==> config.mk <==
export PLATFORM = sky130hd
export DESIGN_NAME = debug_reg_dump_engine
export DESIGN_NICKNAME = d
export VERILOG_FILES = /design/src/rtl/debug_reg_dump_engine_pkg.sv /design/src/rtl/debug_reg_dump_engine_halt_timeout_timer.sv /design/src/rtl/debug_reg_dump_engine.sv
export SDC_FILE = /design/constraint.sdc
export NUM_CORES = 1
export LEC_CHECK = 0
export ABC_AREA = 1
export CORE_MARGIN = 3
export CORE_UTILIZATION = 45
export DETAILED_ROUTE_END_ITERATION = 12
export GPL_TIMING_DRIVEN = 0
export PLACE_DENSITY = 0.8
export SLEW_MARGIN = 20
export SYNTH_ARGS = -nofsm -noshare
export SYNTH_HDL_FRONTEND = slang
export SYNTH_SLANG_ARGS = --single-unit
==> constraint.sdc <==
create_clock -name clk -period 1.4 [get_ports clk]
set_input_delay 0.14 -clock clk [delete_from_list [all_inputs] [get_ports clk]]
set_output_delay 0.14 -clock clk [all_outputs]
set_load 0.05 [all_outputs]
==> src/rtl/debug_reg_dump_engine_pkg.sv <==
// Shared types and default sizing for the debug register dump engine.
package debug_pkg;

    typedef enum logic [2:0] {
        IDLE    = 3'd0,
        HALT    = 3'd1,
        READ    = 3'd2,
        SEND    = 3'd3,
        CKSUM   = 3'd4,
        RELEASE = 3'd5
    } dump_state_e;

    localparam int DEF_DATA_WIDTH   = 32;
    localparam int DEF_REG_NUM      = 32;
    localparam int DEF_HALT_TIMEOUT = 1024;
    // Register address width and stream index width (one extra code for the checksum beat).
    localparam int DEF_ADDR_W       = $clog2(DEF_REG_NUM);
    localparam int DEF_INDEX_W      = $clog2(DEF_REG_NUM + 1);

endpackage

==> src/rtl/debug_reg_dump_engine_halt_timeout_timer.sv <==
// Halt-acknowledge wait counter: cleared while idle, counts while waiting, flags the last allowed cycle.
module halt_timeout_timer #(
    parameter int HALT_TIMEOUT = 1024
) (
    input  logic clk,
    input  logic rst_n,
    input  logic i_clear,
    input  logic i_enable,
    output logic o_expired
);

    localparam int TW = $clog2(HALT_TIMEOUT + 1);

    logic [TW-1:0] r_count;

    // Wait-cycle counter with synchronous clear.
    always_ff @(posedge clk) begin
        if (!rst_n) begin
            r_count <= '0;
        end else if (i_clear) begin
            r_count <= '0;
        end else if (i_enable) begin
            r_count <= r_count + TW'(1);
        end else begin
            r_count <= r_count;
        end
    end

    assign o_expired = (r_count == TW'(HALT_TIMEOUT - 1));

endmodule

==> src/rtl/debug_reg_dump_engine.sv <==
// Halts the core, sweeps the register file debug port and streams every word over valid/ready.
// Optional trailing XOR checksum beat when DEBUG_DUMP_CHECKSUM_EN is defined.
module debug_reg_dump_engine
    import debug_pkg::*;
#(
    parameter int DATA_WIDTH   = DEF_DATA_WIDTH,
    parameter int REG_NUM      = DEF_REG_NUM,
    parameter int HALT_TIMEOUT = DEF_HALT_TIMEOUT
) (
    input  logic                         clk,
    input  logic                         rst_n,
    input  logic                         dump_req,
    output logic                         dump_busy,
    output logic                         dump_done,
    output logic                         dump_err,
    output logic                         halt_req,
    input  logic                         halt_ack,
    output logic                         debug_mode,
    output logic [$clog2(REG_NUM)-1:0]   debug_reg_addr,
    input  logic [DATA_WIDTH-1:0]        debug_reg_data,
    output logic                         m_valid,
    input  logic                         m_ready,
    output logic [DATA_WIDTH-1:0]        m_data,
    output logic [$clog2(REG_NUM+1)-1:0] m_index,
    output logic                         m_last
);

    localparam int AW = $clog2(REG_NUM);
    localparam int IW = $clog2(REG_NUM + 1);

    dump_state_e     r_state;
    logic [AW-1:0]   r_index;
    logic            r_dump_busy;
    logic            r_dump_done;
    logic            r_dump_err;
    logic            r_halt_req;
    logic            r_debug_mode;
    logic            r_m_valid;
    logic [DATA_WIDTH-1:0] r_m_data;
    logic [IW-1:0]   r_m_index;
    logic            r_m_last;
`ifdef DEBUG_DUMP_CHECKSUM_EN
    logic [DATA_WIDTH-1:0] r_checksum;
`endif
    logic            w_timer_clear;
    logic            w_timer_enable;
    logic            w_timer_expired;

    assign w_timer_clear  = (r_state == IDLE);
    assign w_timer_enable = (r_state == HALT) && !halt_ack;

    halt_timeout_timer #(
        .HALT_TIMEOUT (HALT_TIMEOUT)
    ) u_halt_timer (
        .clk       (clk),
        .rst_n     (rst_n),
        .i_clear   (w_timer_clear),
        .i_enable  (w_timer_enable),
        .o_expired (w_timer_expired)
    );

    // Dump sequencer: halt handshake, read/send sweep, optional checksum beat, release.
    always_ff @(posedge clk) begin
        if (!rst_n) begin
            r_state      <= IDLE;
            r_index      <= '0;
            r_dump_busy  <= 1'b0;
            r_dump_done  <= 1'b0;
            r_dump_err   <= 1'b0;
            r_halt_req   <= 1'b0;
            r_debug_mode <= 1'b0;
            r_m_valid    <= 1'b0;
            r_m_data     <= '0;
            r_m_index    <= '0;
            r_m_last     <= 1'b0;
`ifdef DEBUG_DUMP_CHECKSUM_EN
            r_checksum   <= '0;
`endif
        end else begin
            r_dump_done <= 1'b0;
            r_dump_err  <= 1'b0;
            case (r_state)
                IDLE: begin
`ifdef DEBUG_DUMP_CHECKSUM_EN
                    r_checksum <= '0;
`endif
                    if (dump_req) begin
                        r_state     <= HALT;
                        r_halt_req  <= 1'b1;
                        r_dump_busy <= 1'b1;
                    end else begin
                        r_state <= IDLE;
                    end
                end
                HALT: begin
                    if (halt_ack) begin
                        r_state      <= READ;
                        r_debug_mode <= 1'b1;
                        r_index      <= '0;
                    end else if (w_timer_expired) begin
                        r_state     <= IDLE;
                        r_dump_err  <= 1'b1;
                        r_halt_req  <= 1'b0;
                        r_dump_busy <= 1'b0;
                    end else begin
                        r_state <= HALT;
                    end
                end
                READ: begin
                    if (!halt_ack) begin
                        r_state      <= IDLE;
                        r_dump_err   <= 1'b1;
                        r_halt_req   <= 1'b0;
                        r_debug_mode <= 1'b0;
                        r_dump_busy  <= 1'b0;
                    end else begin
                        r_state   <= SEND;
                        r_m_valid <= 1'b1;
                        r_m_data  <= debug_reg_data;
                        r_m_index <= IW'(r_index);
`ifdef DEBUG_DUMP_CHECKSUM_EN
                        r_m_last   <= 1'b0;
                        r_checksum <= r_checksum ^ debug_reg_data;
`else
                        r_m_last   <= (r_index == AW'(REG_NUM - 1));
`endif
                    end
                end
                SEND: begin
                    if (m_ready) begin
                        r_m_valid <= 1'b0;
                        r_m_last  <= 1'b0;
                        if (r_index < AW'(REG_NUM - 1)) begin
                            r_index <= r_index + AW'(1);
                            r_state <= READ;
                        end else begin
`ifdef DEBUG_DUMP_CHECKSUM_EN
                            // Checksum beat follows the last register beat back-to-back.
                            r_state   <= CKSUM;
                            r_m_valid <= 1'b1;
                            r_m_data  <= r_checksum;
                            r_m_index <= IW'(REG_NUM);
                            r_m_last  <= 1'b1;
`else
                            r_state   <= RELEASE;
`endif
                        end
                    end else begin
                        r_state <= SEND;
                    end
                end
`ifdef DEBUG_DUMP_CHECKSUM_EN
                CKSUM: begin
                    if (m_ready) begin
                        r_m_valid <= 1'b0;
                        r_m_last  <= 1'b0;
                        r_state   <= RELEASE;
                    end else begin
                        r_state <= CKSUM;
                    end
                end
`endif
                RELEASE: begin
                    r_halt_req   <= 1'b0;
                    r_debug_mode <= 1'b0;
                    r_dump_busy  <= 1'b0;
                    r_dump_done  <= 1'b1;
                    r_state      <= IDLE;
                end
                default: begin
                    r_state <= IDLE;
                end
            endcase
        end
    end

    assign dump_busy      = r_dump_busy;
    assign dump_done      = r_dump_done;
    assign dump_err       = r_dump_err;
    assign halt_req       = r_halt_req;
    assign debug_mode     = r_debug_mode;
    assign debug_reg_addr = r_index;
    assign m_valid        = r_m_valid;
    assign m_data         = r_m_data;
    assign m_index        = r_m_index;
    assign m_last         = r_m_last;

endmodule

## Word-level counts from Yosys, hierarchy flattened

Index checks and enable logic that the tools add are counted.

- Logic and storage cells: 69
- Input port bits: 37
- Flip-flop bits (word level): 62

- Equal/unequal tests: 14
- Order comparisons: 1
- Bitwise logic cells: 1
- Add/sub/neg operators: 2
- Reduce and logical (&&, ||, !) cells: 13
- Multiplexer cells: 27

Operators with widths:

| cell | count |
|---|---|
| two-way mux 5 bit | 3 |
| inequality test 2 bit (second input constant) | 7 |
| two-way mux 1 bit | 13 |
| one-hot mux 3 bit (4 select lines) | 1 |
| adder 11 x 1 -> 11 bit (second input constant) | 1 |
| equality test 11 x 10 -> 1 bit (second input constant) | 1 |
| one-hot mux 5 bit (2 select lines) | 1 |
| equality test 3 x 2 -> 1 bit (second input constant) | 2 |
| two-way mux 3 bit | 2 |
| one-hot mux 1 bit (2 select lines) | 3 |
| AND reduction 3 bit | 2 |
| adder 5 x 1 -> 5 bit (second input constant) | 1 |
| equality test 5 bit (second input constant) | 1 |
| less-than comparator 5 bit (second input constant) | 1 |
| AND reduction 5 bit | 1 |
| two-way mux 2 bit | 2 |
| one-hot mux 1 bit (4 select lines) | 1 |
| AND reduction 4 bit | 1 |
| nonzero test 2 bit | 2 |
| nonzero test 4 bit | 1 |
| equality test 3 x 1 -> 1 bit (second input constant) | 1 |
| equality test 3 bit (second input constant) | 1 |
| zero test 3 bit | 1 |
| one-hot mux 1 bit (3 select lines) | 1 |
| 7 further kinds | 7 |

## Longest topological paths before layout

- Depth in word-level cells: 4
- Gate-level depth with buffers: 9

## By module

Synthesis repeated with hierarchy kept, for this count alone.

- Cells, all modules: 346
- Area, all modules: 2661.3 um2

Modules (own cells, without submodules):

| module | area an instance (um2) | cells an instance | instances |
|---|---|---|---|
| debug_reg_dump_engine | 2095.8 | 272 | 1 |
| halt_timeout_timer | 565.5 | 74 | 1 |

## Worst setup path after synthesis

Ideal clock, no wire load.

- Path type: reg-to-reg
- Start point: register r_index[0], in the netlist debug_reg_addr[0]
- End point: register r_index[4], in the netlist debug_reg_addr[4]
- Clock period less this slack: 1.692 ns
- Arrival: 1.559 ns
- Path buffers: 0
- Library setup time: 0.132 ns
- Data required time: 1.268 ns
- Stages on the path, launching flop included: 9
- Setup slack: -0.292 ns
- Cell sequence: dfxtp_1 -> ha_1 -> nand2_1 -> nor2_1 -> ha_1 -> inv_1 -> nor2_1 -> nand3_1 -> a21oi_1

- Word-level cells in the longest chain between the ends: 4

Ends and longest elaborated chain:

| what | RTL line | text |
|---|---|---|
| from (decl) | debug_reg_dump_engine.sv:32 | `logic [AW-1:0] r_index;` |
| from (signal assigned) | debug_reg_dump_engine.sv:134 | `r_index <= r_index + AW'(1);` |
| adder 5 x 1 -> 5 bit | debug_reg_dump_engine.sv:134 |  |
| two-way mux 5 bit | debug_reg_dump_engine.sv:133 | `if (r_index < AW'(REG_NUM - 1)) begin` |
| two-way mux 5 bit | debug_reg_dump_engine.sv:130 | `if (m_ready) begin` |
| one-hot mux 5 bit (2 select lines) | debug_reg_dump_engine.sv:82 | `case (r_state)` |

Parallel ways exist; a longest one is shown, timed or not. The select of a mux whose other input is x is not followed.
A chain may end at the register's enable or synchronous reset.

## Worst setup path after layout

- Start point: register r_state[1]
- End point: register r_index[4], in the netlist debug_reg_addr[4]

- Word-level cells in the longest chain between the ends: 3

Ends and longest elaborated chain:

| what | RTL line | text |
|---|---|---|
| from (decl) | debug_reg_dump_engine.sv:31 | `dump_state_e r_state;` |
| from (signal assigned) | debug_reg_dump_engine.sv:65 | `r_state <= IDLE;` |
| from (signal assigned) | debug_reg_dump_engine.sv:88 | `r_state <= HALT;` |
| from (signal assigned) | debug_reg_dump_engine.sv:92 | `r_state <= IDLE;` |
| equality test 3 x 2 -> 1 bit / equality test 3 x 1 -> 1 bit (equally long branches) | debug_reg_dump_engine.sv:82 |  |
| inequality test 2 bit (no line) / nonzero test 2 bit (equally long branches) | n/a |  |
| AND reduction 4 bit (no line) | n/a |  |

Parallel ways exist; a longest one is shown, timed or not.

==> results_tabular.tex <==
\begin{tabular}{lr}
\hline
Metric & Value \\
\hline
\multicolumn{2}{l}{\textbf{STA}} \\
\quad Final Hold Vio Count & 0 \\
\quad Final setup violation count & 4 \\
\quad Transition time at the pin with the least slew margin & 533 ps \\
\quad Total count of max-transition violations in the final report & 0 \\
\quad Final clock skew & 5.82 ps \\
\quad Post-route worst setup slack & -17.1 ps \\
\quad Unrepaired setup endpoints after global routing & yes \\
\quad Relative max-transition margin & 64.6\% \\
\quad Total negative slack & -43.7 ps \\
\quad Minimum clock period & 1420 ps \\
\quad Peak Freq & 706 MHz \\
\quad Portion of the clock cycle consumed by the worst path in the final layout & 101\% \\
\multicolumn{2}{l}{\textbf{Power}} \\
\quad Internal Power & 2.85 mW \\
\quad Total power per unit cell area & 1050 nW/um\^{}2 \\
\quad Combinational Power Share & 19.0\% \\
\quad Part of the power in registers & 46.4\% \\
\quad Total net switching power & 1.19 mW \\
\quad Highest ir drop seen on vdd & 0.587 mV \\
\quad Relative contribution of the clock network to total power & 34.5\% \\
\quad Static Leak & 1.60 nW \\
\quad Switching fraction of total power & 29.5\% \\
\multicolumn{2}{l}{\textbf{Cells and area}} \\
\quad Final standard cell count with taps included and fillers excluded & 534 \\
\quad Synth-to-layout area growth & 46.5\% \\
\quad Final \#Nets & 497 \\
\quad Number of antenna cells inserted & 0 \\
\quad Proportion of layout cells with a drive suffix above 1 & 14.9\% \\
\quad Final design instance area without fill & 3860 sq um \\
\quad Filler cells & 477 \\
\multicolumn{2}{l}{\textbf{Logic synthesis}} \\
\quad Sequential area share after synthesis & 47.1\% \\
\quad Number of enable-type register cells in the synthesized netlist & 0 \\
\quad Number of distinct standard cells referenced by the synthesized netlist & 30 \\
\quad Share of the synthesized area in the top cell type & 47.1\% \\
\quad Dominant cells by area after synthesis & dfxtp\_1, a21oi\_1, o21ai\_0 \\
\quad Cells after Synth & 354 \\
\quad Most used DFF post-synth & dfxtp\_1 \\
\quad Yosys warns & 0 \\
\quad Post-synthesis register bit count & 62 \\
\quad Most frequent cell after synthesis & dfxtp\_1 \\
\quad Post-synthesis cell area & 2630 sq um \\
\quad Post-synthesis area per instance & 7.44 sq um \\
\quad Top post-synthesis cells by count & dfxtp\_1, inv\_1, a21oi\_1 \\
\quad Most area-hungry cell type in the Yosys netlist & dfxtp\_1 \\
\quad Post-synthesis net count & 394 \\
\quad Async S/R FF share, synth & 0\% \\
\multicolumn{2}{l}{\textbf{Global route}} \\
\quad Number of antenna violations at the first check in global routing & 0 \\
\quad GR Util All Layers & 20.3\% \\
\quad Maximum number of pins on one net before global-route repair & 11 \\
\quad Global route overflow & 0 \\
\quad Number of global-route vias before repair & 2382 \\
\quad Global-route wire length before repair & 10600 microns \\
\multicolumn{2}{l}{\textbf{Run}} \\
\quad Count of max-cap constraint violations & 0 \\
\multicolumn{2}{l}{\textbf{Worst setup path}} \\
\quad Critical path endpoint category & register \\
\quad Critical Path AT & 1620 ps \\
\quad Worst R2R Start & r\_state[1] \\
\quad Kind of critical path & reg2reg \\
\quad Timing startpoint of the critical path & r\_state[1] \\
\quad Launching element type of the critical path & register \\
\quad Setup slack of the worst register-to-register path & -20 ps \\
\quad Required arrival time at the worst endpoint & 1600 ps \\
\quad Worst-path cell chain & buf\_8 -> inv\_8 -> nand3\_4 -> nor2\_8 -> buf\_12 -> nor2\_4 -> nand2\_2 -> nand2\_1 -> a21oi\_1 \\
\quad Highest cell delay on the worst timing path & 330 ps \\
\quad Slowest cell on the critical path & dfxtp\_2 \\
\quad Biggest fanout along the worst timing path & 8 \\
\multicolumn{2}{l}{\textbf{Route}} \\
\quad Vias per cell & 4.98 \\
\quad Number of vias after detailed routing & 2660 \\
\quad Detailed router's first-iteration violation count & 123 \\
\quad DRT antenna net count & 0 \\
\quad Count of TritonRoute iterations in the first routing pass & 5 \\
\quad Total routed wirelength & 7180 microns \\
\quad DRC violations left & 0 \\
\quad Routed wire length per instance & 13.4 microns \\
\multicolumn{2}{l}{\textbf{Clocking}} \\
\quad Number of clock sinks & 62 \\
\quad Clock transition at path regs & 60 ps \\
\quad Worst-Skew Late Latency & 340 ps \\
\quad H-tree lvl count & 3 \\
\quad Total of hold buffers inserted after clock tree synthesis & 0 \\
\quad Buffer levels on the longest clock path & 2 \\
\quad Clk Tree Root Cell & clkbuf\_8 \\
\quad CTS buffer count & 9 \\
\quad TritonCTS clock tree & done \\
\multicolumn{2}{l}{\textbf{Placed design}} \\
\quad Cell Count Post-Placement & 511 \\
\quad Final Wtd Congestion & 0.832 \\
\quad Post-DP HPWL & 4900 microns \\
\quad Input/output buffers & 85 \\
\quad Post-Place Cell Area & 3590 sq um \\
\multicolumn{2}{l}{\textbf{Floorplan}} \\
\quad Horizontal die dimension & 82.5 microns \\
\quad Vert. Die Dim & 82.5 microns \\
\quad Initial cell density of the core & 47.3\% \\
\quad Core Region & 5570 sq um \\
\quad Area of the die & 6810 sq um \\
\quad Row count & 27 \\
\quad I/O pin count & 87 \\
\multicolumn{2}{l}{\textbf{Hold path}} \\
\quad Worst hold-check path type & in2reg \\
\quad Startpoint of the lowest-slack hold path & m\_ready \\
\multicolumn{2}{l}{\textbf{Status}} \\
\quad Outcome & finished with violations \\
\quad Violations in the final reports & negative setup slack \\
\hline
\end{tabular}
## timing repair
action,in CTS,in global routing
setup buffers,1,6
gates resized for setup,69,32
pin swaps,1,7
setup endpoints to repair,93,39
## kinds of logic (layout without fill, tap and decap cells)
kind of cell             after synthesis  after routing  share of synthesized area [%]
adder cells (fa/ha/maj)                3              3                           1.43
AO/OA/AOI/OAI                        105            105                           20.2
AND/OR/NAND/NOR                      108            108                           19.7
XOR/XNOR                               1              1                          0.333
buffers and inverters                 74            182                           11.0
other                                  1              1                          0.142
flip-flops                            62             62                           47.1
## worst paths after layout
check	to	depth (start not counted)
worst max-delay path	debug_reg_addr[4]	9
worst min-delay path	r_state[2]	3
worst max register to register	debug_reg_addr[4]	9
worst min register to register	m_data[0]	2
## flip-flops by register name, summed over array words and instances, names as in the netlist
name	cells
u_halt_timer.r_count	11
dump_done	1
dump_err	1
m_data	32
debug_mode	1
m_index	5
halt_req	1
m_valid	1
debug_reg_addr	5
r_state	3
m_last	1
## final cells by class
type                       instances  area, sq um  share of cell area [%]
clock buffer                      15          166                    4.31
timing repair buffer              92          847                    22.0
sequential                        62         1260                    32.7
inverter                          58          225                    5.84
buffer                            16         95.1                    2.46
multi-input combinational        218         1170                    30.3
clock inverter                     1         5.00                   0.130
tap                               72         90.1                    2.33
## metrics by stage
step	total power [mW]	setup slack [ps]	hold slack (ps)	utilization, %
4_1_cts	4.01	-8.64	419	67.1
5_1_grt	4.20	-98.2	454	69.2
2_1_floorplan	2.37	25.7	278	-
6_report	4.05	-17.1	427	69.2
3_3_place_gp	2.64	-321	431	64.3
3_5_place_dp	2.66	-321	435	64.3
## cell usage in the layout (no fill, tap or decap), drive strengths merged, types with 2 or more instances in the layout
master | synthesis | final
a31oi | 2 | 2
dlygate4sd2 | 0 | 42
clkdlybuf4s50 | 0 | 36
buf | 8 | 15
nand2 | 48 | 48
clkdlybuf4s15 | 0 | 3
a21oi | 54 | 54
nand4 | 4 | 4
clkbuf | 8 | 27
dfxtp | 62 | 62
inv | 58 | 58
ha | 3 | 3
or2 | 2 | 2
o21ai | 47 | 47
nand3 | 20 | 20
nor2 | 31 | 31
## worst max-delay path, delay by kind of cell, from the launching register on
family                 cells  cell delay (ps)
AND/OR/NAND/NOR            5              570
flip-flops                 1              330
buffers and inverters      3              320
AO/OA/AOI/OAI              1               50
## per-layer routing
| layer | routed length, microns | vias to the layer above | global-route usage, % | part of all wire (%) |
|---|---|---|---|---|
| met4 | 143 | 0 | 10.8 | 2.0 |
| met3 | 478 | 16 | 4.88 | 6.7 |
| li1 | - | 1356 | - | - |
| met2 | 3530 | 94 | 33.0 | 49 |
| met1 | 3030 | 1194 | 24.6 | 42 |
| met5 | 0 | - | 0 | 0 |
## power by group through the flow
stage / registers (mW) / clock network (mW) / logic (mW)
2_1_floorplan: 2.11 / 0 / 0.254
3_5_place_dp: 1.92 / 0 / 0.737
3_3_place_gp: 1.92 / 0 / 0.728
5_1_grt: 1.89 / 1.48 / 0.832
4_1_cts: 1.88 / 1.42 / 0.720
6_report: 1.88 / 1.40 / 0.770
Power figures use the tool's default switching activity.
